==> config.mk <==
export PLATFORM = sky130hd
export DESIGN_NAME = comp_freq_seq
export DESIGN_NICKNAME = d
export VERILOG_FILES = /design/src/rtl/comp_freq_pkg.sv /design/src/rtl/comp_pair_decode.sv /design/src/rtl/comp_freq_seq.sv
export SDC_FILE = /design/constraint.sdc
export NUM_CORES = 1
export LEC_CHECK = 0
export ABC_AREA = 1
export CELL_PAD_IN_SITES_DETAIL_PLACEMENT = 0
export CELL_PAD_IN_SITES_GLOBAL_PLACEMENT = 1
export CORE_MARGIN = 4
export CORE_UTILIZATION = 33
export DETAILED_ROUTE_END_ITERATION = 10
export MAX_ROUTING_LAYER = met4
export PLACE_DENSITY_LB_ADDON = 0.1
export SLEW_MARGIN = 25
export SYNTH_ARGS = -nofsm -noshare
export SYNTH_HDL_FRONTEND = slang
export SYNTH_SLANG_ARGS = --single-unit
==> constraint.sdc <==
create_clock -name clk -period 2.5 [get_ports clk]
set_clock_uncertainty 0.1 [all_clocks]
set_input_delay 0.375 -clock clk [delete_from_list [all_inputs] [get_ports clk]]
set_output_delay 0.375 -clock clk [all_outputs]
set_load 0.01 [all_outputs]
==> src/rtl/comp_freq_pkg.sv <==
// Shared geometry defaults, FSM state type and pair-count helper for comp_freq_seq.
package comp_freq_pkg;

  localparam int unsigned DEF_N_GROUPS   = 16;
  localparam int unsigned DEF_GROUP_SIZE = 8;
  localparam int unsigned DEF_N_BANKS    = 10;
  localparam int unsigned DEF_CH_W       = 8;

  typedef enum logic [1:0] {
    IDLE   = 2'd0,
    DECODE = 2'd1,
    RUN    = 2'd2,
    DONE   = 2'd3
  } state_t;

  // Number of unordered group pairs, i.e. number of valid challenge codes.
  function automatic int unsigned pair_count(input int unsigned g);
    return (g * (g - 1)) / 2;
  endfunction

endpackage

==> src/rtl/comp_pair_decode.sv <==
// Combinational challenge -> unordered group pair (i, j) decoder with range flag.
module comp_pair_decode
  import comp_freq_pkg::*;
#(
  parameter int unsigned N_GROUPS = DEF_N_GROUPS,
  parameter int unsigned CH_W     = DEF_CH_W,
  parameter int unsigned GW       = $clog2(N_GROUPS)
) (
  input  logic [CH_W-1:0] challenge,
  output logic [GW-1:0]   pair_i,
  output logic [GW-1:0]   pair_j,
  output logic            in_range
);

  // One spare bit so row + column never wraps before the compare.
  localparam int unsigned SW = CH_W + 1;

  logic [SW-1:0] ch_ext;
  logic [SW-1:0] row;
  logic [SW-1:0] col;
  logic          upper;

  assign ch_ext = SW'(challenge);
  assign row    = ch_ext >> GW;
  assign col    = SW'(challenge[GW-1:0]);

  // Codes whose column lies left of the folded diagonal map to (r, r+1+c).
  assign upper = (row + col) < SW'(N_GROUPS - 1);

  // Pair selection: upper triangle directly, lower triangle folded back.
  always_comb begin
    pair_i = GW'(row);
    pair_j = GW'(row + col + SW'(1));
    if (!upper) begin
      pair_i = GW'(SW'(N_GROUPS - 2) - row);
      pair_j = GW'(col);
    end
  end

  assign in_range = 32'(challenge) < pair_count(N_GROUPS);

endmodule

==> src/rtl/comp_freq_seq.sv <==
// TERO comparison-frequency sequencer: walks every TERO of group i then group j
// across all banks, one index per increment.
// Optional build macro: COMP_FREQ_RANGE_CHK_EN (out-of-range challenge -> err, DONE).
module comp_freq_seq
  import comp_freq_pkg::*;
#(
  parameter int unsigned N_GROUPS   = DEF_N_GROUPS,
  parameter int unsigned GROUP_SIZE = DEF_GROUP_SIZE,
  parameter int unsigned N_BANKS    = DEF_N_BANKS,
  parameter int unsigned CH_W       = DEF_CH_W,
  parameter int unsigned IDX_W      = $clog2(N_BANKS * N_GROUPS * GROUP_SIZE)
) (
  input  logic                        clk,
  input  logic                        reset_n,
  input  logic                        start,
  input  logic [CH_W-1:0]             challenge_in,
  input  logic                        bank_major,
  input  logic                        increment,
  output logic [IDX_W-1:0]            next_TERO,
  output logic                        out_valid,
  output logic                        half,
  output logic [$clog2(N_GROUPS)-1:0] pair_i,
  output logic [$clog2(N_GROUPS)-1:0] pair_j,
  output logic                        done,
  output logic                        err
);

  localparam int unsigned GW = $clog2(N_GROUPS);
  localparam int unsigned MW = $clog2(GROUP_SIZE);
  localparam int unsigned BW = (N_BANKS > 1) ? $clog2(N_BANKS) : 1;
  localparam int unsigned CW = BW + GW + MW;

  state_t          state;
  state_t          state_next;
  logic            valid_d;
  logic            done_d;
  logic [CH_W-1:0] chal_q;
  logic            order_q;
  logic [MW-1:0]   member;
  logic [BW-1:0]   bank;
  logic [GW-1:0]   dec_i;
  logic [GW-1:0]   dec_j;
  logic            in_range;
  logic            member_last;
  logic            bank_last;
  logic            last_step;
  logic            advance;
  logic [GW-1:0]   group;
  logic [CW-1:0]   idx_full;

  comp_pair_decode #(
    .N_GROUPS (N_GROUPS),
    .CH_W     (CH_W),
    .GW       (GW)
  ) u_decode (
    .challenge (chal_q),
    .pair_i    (dec_i),
    .pair_j    (dec_j),
    .in_range  (in_range)
  );

  assign member_last = (member == MW'(GROUP_SIZE - 1));
  assign bank_last   = (bank == BW'(N_BANKS - 1));
  assign last_step   = half && member_last && bank_last;
  assign advance     = (state == RUN) && increment && !start && !last_step;

  // State register plus registered Moore outputs.
  always_ff @(posedge clk) begin
    if (!reset_n) begin
      state     <= IDLE;
      out_valid <= 1'b0;
      done      <= 1'b0;
    end else begin
      state     <= state_next;
      out_valid <= valid_d;
      done      <= done_d;
    end
  end

  // Next-state logic; start overrides everything else.
  always_comb begin
    state_next = state;
    if (start) begin
      state_next = DECODE;
    end else begin
      unique case (state)
        IDLE:   state_next = IDLE;
`ifdef COMP_FREQ_RANGE_CHK_EN
        DECODE: state_next = in_range ? RUN : DONE;
`else
        DECODE: state_next = RUN;
`endif
        RUN:    if (increment && last_step) state_next = DONE;
        DONE:   state_next = DONE;
        default: state_next = IDLE;
      endcase
    end
  end

  // Output decode of the upcoming state, captured by the state register.
  always_comb begin
    valid_d = 1'b0;
    done_d  = 1'b0;
    if (state_next == RUN)  valid_d = 1'b1;
    if (state_next == DONE) done_d  = 1'b1;
  end

  // Challenge/order capture, pair registration and the walk counters.
  always_ff @(posedge clk) begin
    if (!reset_n) begin
      chal_q  <= '0;
      order_q <= 1'b0;
      pair_i  <= '0;
      pair_j  <= '0;
      member  <= '0;
      bank    <= '0;
      half    <= 1'b0;
    end else begin
      if (start) begin
        chal_q  <= challenge_in;
        order_q <= bank_major;
      end
      if (state == DECODE) begin
        pair_i <= dec_i;
        pair_j <= dec_j;
        member <= '0;
        bank   <= '0;
        half   <= 1'b0;
      end else if (advance) begin
        if (!order_q) begin
          if (bank_last) begin
            bank <= '0;
            if (member_last) begin
              member <= '0;
              half   <= 1'b1;
            end else begin
              member <= member + MW'(1);
            end
          end else begin
            bank <= bank + BW'(1);
          end
        end else begin
          if (member_last) begin
            member <= '0;
            if (bank_last) begin
              bank <= '0;
              half <= 1'b1;
            end else begin
              bank <= bank + BW'(1);
            end
          end else begin
            member <= member + MW'(1);
          end
        end
      end
    end
  end

  // Power-of-two geometry turns bank*NG*GS + group*GS + member into a concatenation.
  assign group     = half ? pair_j : pair_i;
  assign idx_full  = {bank, group, member};
  assign next_TERO = IDX_W'(idx_full);

`ifdef COMP_FREQ_RANGE_CHK_EN
  // Sticky range error, cleared by a new start.
  always_ff @(posedge clk) begin
    if (!reset_n) begin
      err <= 1'b0;
    end else if (start) begin
      err <= 1'b0;
    end else if (state == DECODE && !in_range) begin
      err <= 1'b1;
    end
  end
`else
  logic unused_range;
  assign unused_range = in_range;
  assign err          = 1'b0;
`endif

endmodule

==> flow_summary.yaml, run 1 <==
route:
  drt_iter0_drc: 27
  drc: 0
  dr.pass1.iters: 4
  num_vias: 1418
  drt-total-wl_um: 3510
  drtAntennaViolNets: 0
  routed_via_density: 4.62
  wire_per_inst_um: 11.4
timing:
  finalMaxSlewViolations: 0
  grt_setup_unrepaired: "false"
  layout_setup_ws_ns: 0.452
  finalCritPeriodShare_pct: 81.9
  timing.fmax_mhz: 488
  finalCriticalPeriod_ns: 2.05
  tns_ns: 0
  setup_viol: 0
  hold_viol: 0
global_routing:
  track_usage_pct: 12.8
  overflow: 0
  grt_start_max_net_pins: 17
  grt_first_pass_wirelength_um: 6000
  grt_pass1_vias: 1333
  antenna_found_initial: 0
placement:
  gp_congestion: 0.799
  dp_hpwl_um: 2860
  numPortBuffers: 34
  dp_slack_ns: 0.527
power_and_ir_drop:
  power-per-cell-area_nw_per_um2: 521
  leakage_uw: 0.000859
  swShare_pct: 28.2
  p_total_uw: 1070
  comb_power_share_pct: 17.9
  max-vdd-ir-drop_uv: 281
  p_seq_share_pct: 47.3
  internal-power_uw: 766
  switchingPower_uw: 301
  p_clk_share_pct: 34.9
synthesis:
  synthCells: 216
  ys_seq_area_share_pct: 36.9
  yosysMostFrequentCell: "nand2_1"
  synth.area.top_cells: "dfxtp_1 (37%), nand2_1 (11%), nand3_1 (6.7%), ha_1 (6.4%), inv_1 (6.2%)"
  ys_async_sr_fraction_pct: 0
  synth_edf_count: 0
  synth_ff_type: "dfxtp_1"
  syn_area_um2: 1580
  yosys_warnings: 0
  synth_common_cells: "nand2_1 (46), dfxtp_1 (29), inv_1 (26)"
  netlist-cell-type-count: 29
  yosysTopAreaCell: "dfxtp_1"
  synth.avg_cell_area_um2: 7.29
  ys_seq_elements: 29
  synth_nets: 238
  synth_top_area_share_pct: 36.9
die:
  dieHeight_um: 77.1
  die_area_um2: 5940
  io_pins: 36
  start_util_pct: 35.2
  core_um2: 4470
  die_w_um: 77.1
  rows: 24
critical_path:
  rr_startpoint: "chal_q[4]"
  r2r_cells: 9
  critPathLaunch: "half"
  worst_setup_path_end_kind: "primary output"
  crit_family: "buffers and inverters"
  path_depth: 3
  crit_path_max_incr_delay_ns: 0.57
  crit_required_ns: 2.03
  critical_path.cell_chain: "nand2_1 > o21ai_0 > clkdlybuf4s50_1"
  cpMaxStageDelayCell: "clkdlybuf4s50_1"
  critPathLaunchType: "flop"
  crit_type: "reg2out"
  cp_num_buf_inv: 1
  critPathArrivalTime_ns: 1.57
  worst-path-max-fanout: 12
finish:
  nets: 276
  layout-drive-gt1-share_pct: 11.0
  syn_to_final_growth_pct: 30.0
  n_antenna_cell: 0
clock_network:
  root_buffer: "clkbuf_8"
  cts-htree-levels: 2
  cts_tree: "yes"
  clkTransAtPathRegs_ns: 0.06
  postCtsHoldBufs: 0
  clock_path_buffers: 2
  cts.repair.resized: 0
  cts_buffers: 5
  clock_latency_ns: 0.28
  clock_sinks: 29
  post_cts_buffers: 0
worst_hold_path:
  min_from: "pair_j[1]"
  worstHoldPathCells: 2
  hp-class: "reg2reg"
run:
  drv_cap: 0
outcome:
  status: "completed"
## area by class of cell
type                    instances  area, µm²
fillers                       465       2430
clock inverters                 2       10.0
clock buffers                   6       72.6
repair buffers                 34        340
well taps                      52       65.1
flip-flops and latches         29        581
multi-input cells             153        863
inverters                      31        116
## per-stage QoR
stage	cell area (µm²)	util [%]	hold WS, ns	instances
2_1_floorplan	1580	-	0.350	216
3_3_place_gp	1970	43.9	0.374	299
3_5_place_dp	1970	43.9	0.360	299
4_1_cts	2050	45.8	0.372	307
5_1_grt	2050	45.8	0.405	307
6_report	2050	45.8	0.368	307
## layout by cell type (no fill, tap or decap), drive strengths merged
cell	count
a21boi	1
conb	1
xnor2	2
a21oi	20
clkinv	2
ha	8
clkbuf	6
o21bai	1
nand2	51
dfxtp	29
nand3b	2
o21ai	18
inv	31
clkdlybuf4s50	34
xor2	2
nand3	22
o22ai	1
nor2	20
fa	1
nor3	3
## per-layer routing
layer / global-route usage (%) / share of wire, % / up-vias
met3: 3.04 / 4.5 / 4
met2: 21.4 / 47 / 27
li1: - / - / 765
met5: - / 0 / -
met4: 5.87 / 1.1 / 0
met1: 14.4 / 47 / 622
## registers in the layout (all words and copies together), names as in the netlist
signal     cells
bank           4
done           1
half           1
pair_j         4
member         3
pair_i         4
chal_q         8
order_q        1
state          2
out_valid      1
## cells by family after synthesis
family	count (synthesis)	synth area share, %
fa+ha+maj	9	7.63
buf+inv	34	8.34
other cells	1	0.238
xor+xnor	4	2.22
flops	29	36.9
compound gates	41	14.1
simple gates	98	30.6
## worst register-to-register path, stage by stage (launching register included)
cell and delay [ns]:
dfxtp_1 0.34, ha_1 0.23, fa_1 0.52, nand2_1 0.08, nor2_2 0.12, nand3_2 0.16
nand2_4 0.13, inv_1 0.05, o21ai_1 0.11, nand2_1 0.05
## power by group through the flow
stage	logic (µW)	registers, µW	clock network (µW)
floorplan	114	515	0
global placement	194	515	0
detailed placement	193	515	0
CTS	194	504	388
global route	216	507	406
finish	190	504	372
## worst paths after layout
| kind | to | slack [ns] |
|---|---|---|
| worst min-delay path | pair_j[1] | 0.37 |
| worst min register to register | pair_j[1] | 0.37 |
| worst max-delay path | next_TERO[6] | 0.45 |
| worst max register to register | pair_j[3] | 0.52 |
(Power assumes the default switching activity.)
==> inputs of run 2 (changes only) <==
--- a/config.mk
+++ b/config.mk
@@ -9,7 +9,7 @@
 export CELL_PAD_IN_SITES_DETAIL_PLACEMENT = 0
 export CELL_PAD_IN_SITES_GLOBAL_PLACEMENT = 1
 export CORE_MARGIN = 4
-export CORE_UTILIZATION = 33
+export CORE_UTILIZATION = 32
 export DETAILED_ROUTE_END_ITERATION = 10
 export MAX_ROUTING_LAYER = met4
 export PLACE_DENSITY_LB_ADDON = 0.1
==> constraint.sdc (replaced) <==
create_clock -name clk -period 1.8 [get_ports clk]
set_clock_uncertainty 0.1 [all_clocks]
set_input_delay 0.27 -clock clk [delete_from_list [all_inputs] [get_ports clk]]
set_output_delay 0.27 -clock clk [all_outputs]
set_load 0.01 [all_outputs]
==> flow_summary.yaml, run 2 (synthesis gave the netlist of run 1 again) <==
critical_path:
  cp_num_buf_inv: 1
  crit_type: "reg2reg"
  crit_family: "adder cells"
  cpMaxStageDelayCell: "fa_2"
  critical_path.cell_chain: "ha_4 > fa_2 > nand2_2 > nor2_4 > nand3_4 > nand2_4 > inv_2 > o21ai_1 > nand2_1"
  worst_setup_path_end_kind: "flop"
  crit_path_max_incr_delay_ns: 0.54
  worst-path-max-fanout: 7
  critPathArrivalTime_ns: 1.93
  crit_required_ns: 1.87
  critPathLaunchType: "flop"
route:
  wire_per_inst_um: 10.5
  drt_iter0_drc: 37
  drc: 0
  dr.pass1.iters: 4
  drt-total-wl_um: 3550
  routed_via_density: 4.31
  drtAntennaViolNets: 0
  num_vias: 1453
die:
  start_util_pct: 33.1
  die_w_um: 78.2
  io_pins: 36
  rows: 25
  dieHeight_um: 78.2
  core_um2: 4750
  die_area_um2: 6110
global_routing:
  use_met1_pct: 16.6
  grt_pass1_vias: 1422
  grt_start_max_net_pins: 17
  grt.busiest_layer: "met2"
  track_usage_pct: 12.8
  met2_usage_pct: 19.3
  antenna_found_initial: 0
  grt_first_pass_wirelength_um: 6150
  met3_usage_pct: 3.44
  overflow: 0
finish:
  finish.utilization_pct: 48.0
  n_antenna_cell: 0
  syn_to_final_growth_pct: 44.8
  layout-drive-gt1-share_pct: 20.0
  final_cell_mix: "nand2_1 (44), clkdlybuf4s50_1 (30), dfxtp_1 (27)"
  regMostFlops: "chal_q"
  final_common_cell: "nand2_1"
  nets: 291
  largest_register_ffs: 8
clock_network:
  cts-htree-levels: 2
  cts_buffers: 5
  clock_sinks: 29
  clock_path_buffers: 2
  clkTransAtPathRegs_ns: 0.07
  cts_tree: "yes"
  root_buffer: "clkbuf_8"
  postCtsHoldBufs: 0
  clock_latency_ns: 0.28
run:
  drv_cap: 0
timing:
  tns_ns: -0.248
  layout_setup_ws_ns: -0.0651
  setup_viol: 7
  hold_viol: 0
  timing.fmax_mhz: 536
  finalMaxSlewViolations: 0
  finalCritPeriodShare_pct: 104
  finalCriticalPeriod_ns: 1.87
  grt_setup_unrepaired: "true"
outcome:
  violations: "setup timing"
  status: "finished, violations left"
power_and_ir_drop:
  max-vdd-ir-drop_uv: 344
  p_total_uw: 1720
  leakage_uw: 0.000975
  power-per-cell-area_nw_per_um2: 753
placement:
  numPortBuffers: 34
  dp_slack_ns: -0.0883
  dp_hpwl_um: 2910
  gp_congestion: 0.828
worst_hold_path:
  hp-class: "reg2reg"
[run 2: cell types whose count changed in the layout (fill, tap and decap cells not counted), sizes merged]
cell	previous run	this run
buf	0	15
clkdlybuf4s50	34	30
dlygate4sd2	0	4
clkinv	2	0
bufinv	0	1
clkinvlp	0	1
[run 2: per-stage QoR]
step           hold slack [ns]  instances  instance area [µm²]
4_1_cts                  0.371        336                 2240
2_1_floorplan            0.248        216                 1580
3_5_place_dp             0.363        328                 2110
5_1_grt                  0.415        337                 2280
6_report                 0.365        337                 2280
3_3_place_gp             0.360        328                 2110
[run 2: cell type report]
type | count | area, µm²
fillers | 497 | 2470
multi-input cells | 153 | 911
flip-flops and latches | 29 | 586
repair buffers | 49 | 464
inverters | 31 | 116
well taps | 67 | 83.8
clock buffers | 6 | 82.6
clock inverters | 2 | 37.5
[run 2: worst paths after layout]
| path | slack (ns) | cells after the start | endpoint | startpoint |
|---|---|---|---|---|
| worst max-delay path | -0.07 | 9 | pair_j[3] | chal_q[4] |
| worst min-delay path | 0.36 | 2 | pair_j[0] | pair_j[0] |
| worst max register to register | -0.07 | 9 | pair_j[3] | chal_q[4] |
| worst min register to register | 0.36 | 2 | pair_j[0] | pair_j[0] |
[run 2: repair_timing]
action                                  CTS  global route
endpoints found under the setup margin   11             7
gates resized for setup                  10             8
pin swaps                                 9             2
buffers inserted                          0             1
cloned                                    0             0
[run 2: tightest hold or removal path: cells and delay by family (launching register included)]
kind	cells	cell delay, ns
flip-flops	1	0.32
AND/OR/NAND/NOR	2	0.10
[run 2: report_power, final]
part | internal (µW) | switching (µW) | leakage, µW
Sequential | 673 | 23.1 | 0.000238
Clock | 450 | 255 | 0.0000574
Combinational | 154 | 162 | 0.000679
[run 2: metal layers]
layer  vias to the layer above  wire (µm)
met5                         -          0
li1                        799          -
met3                         5        175
met1                       613       1860
met2                        36       1470
met4                         0         42
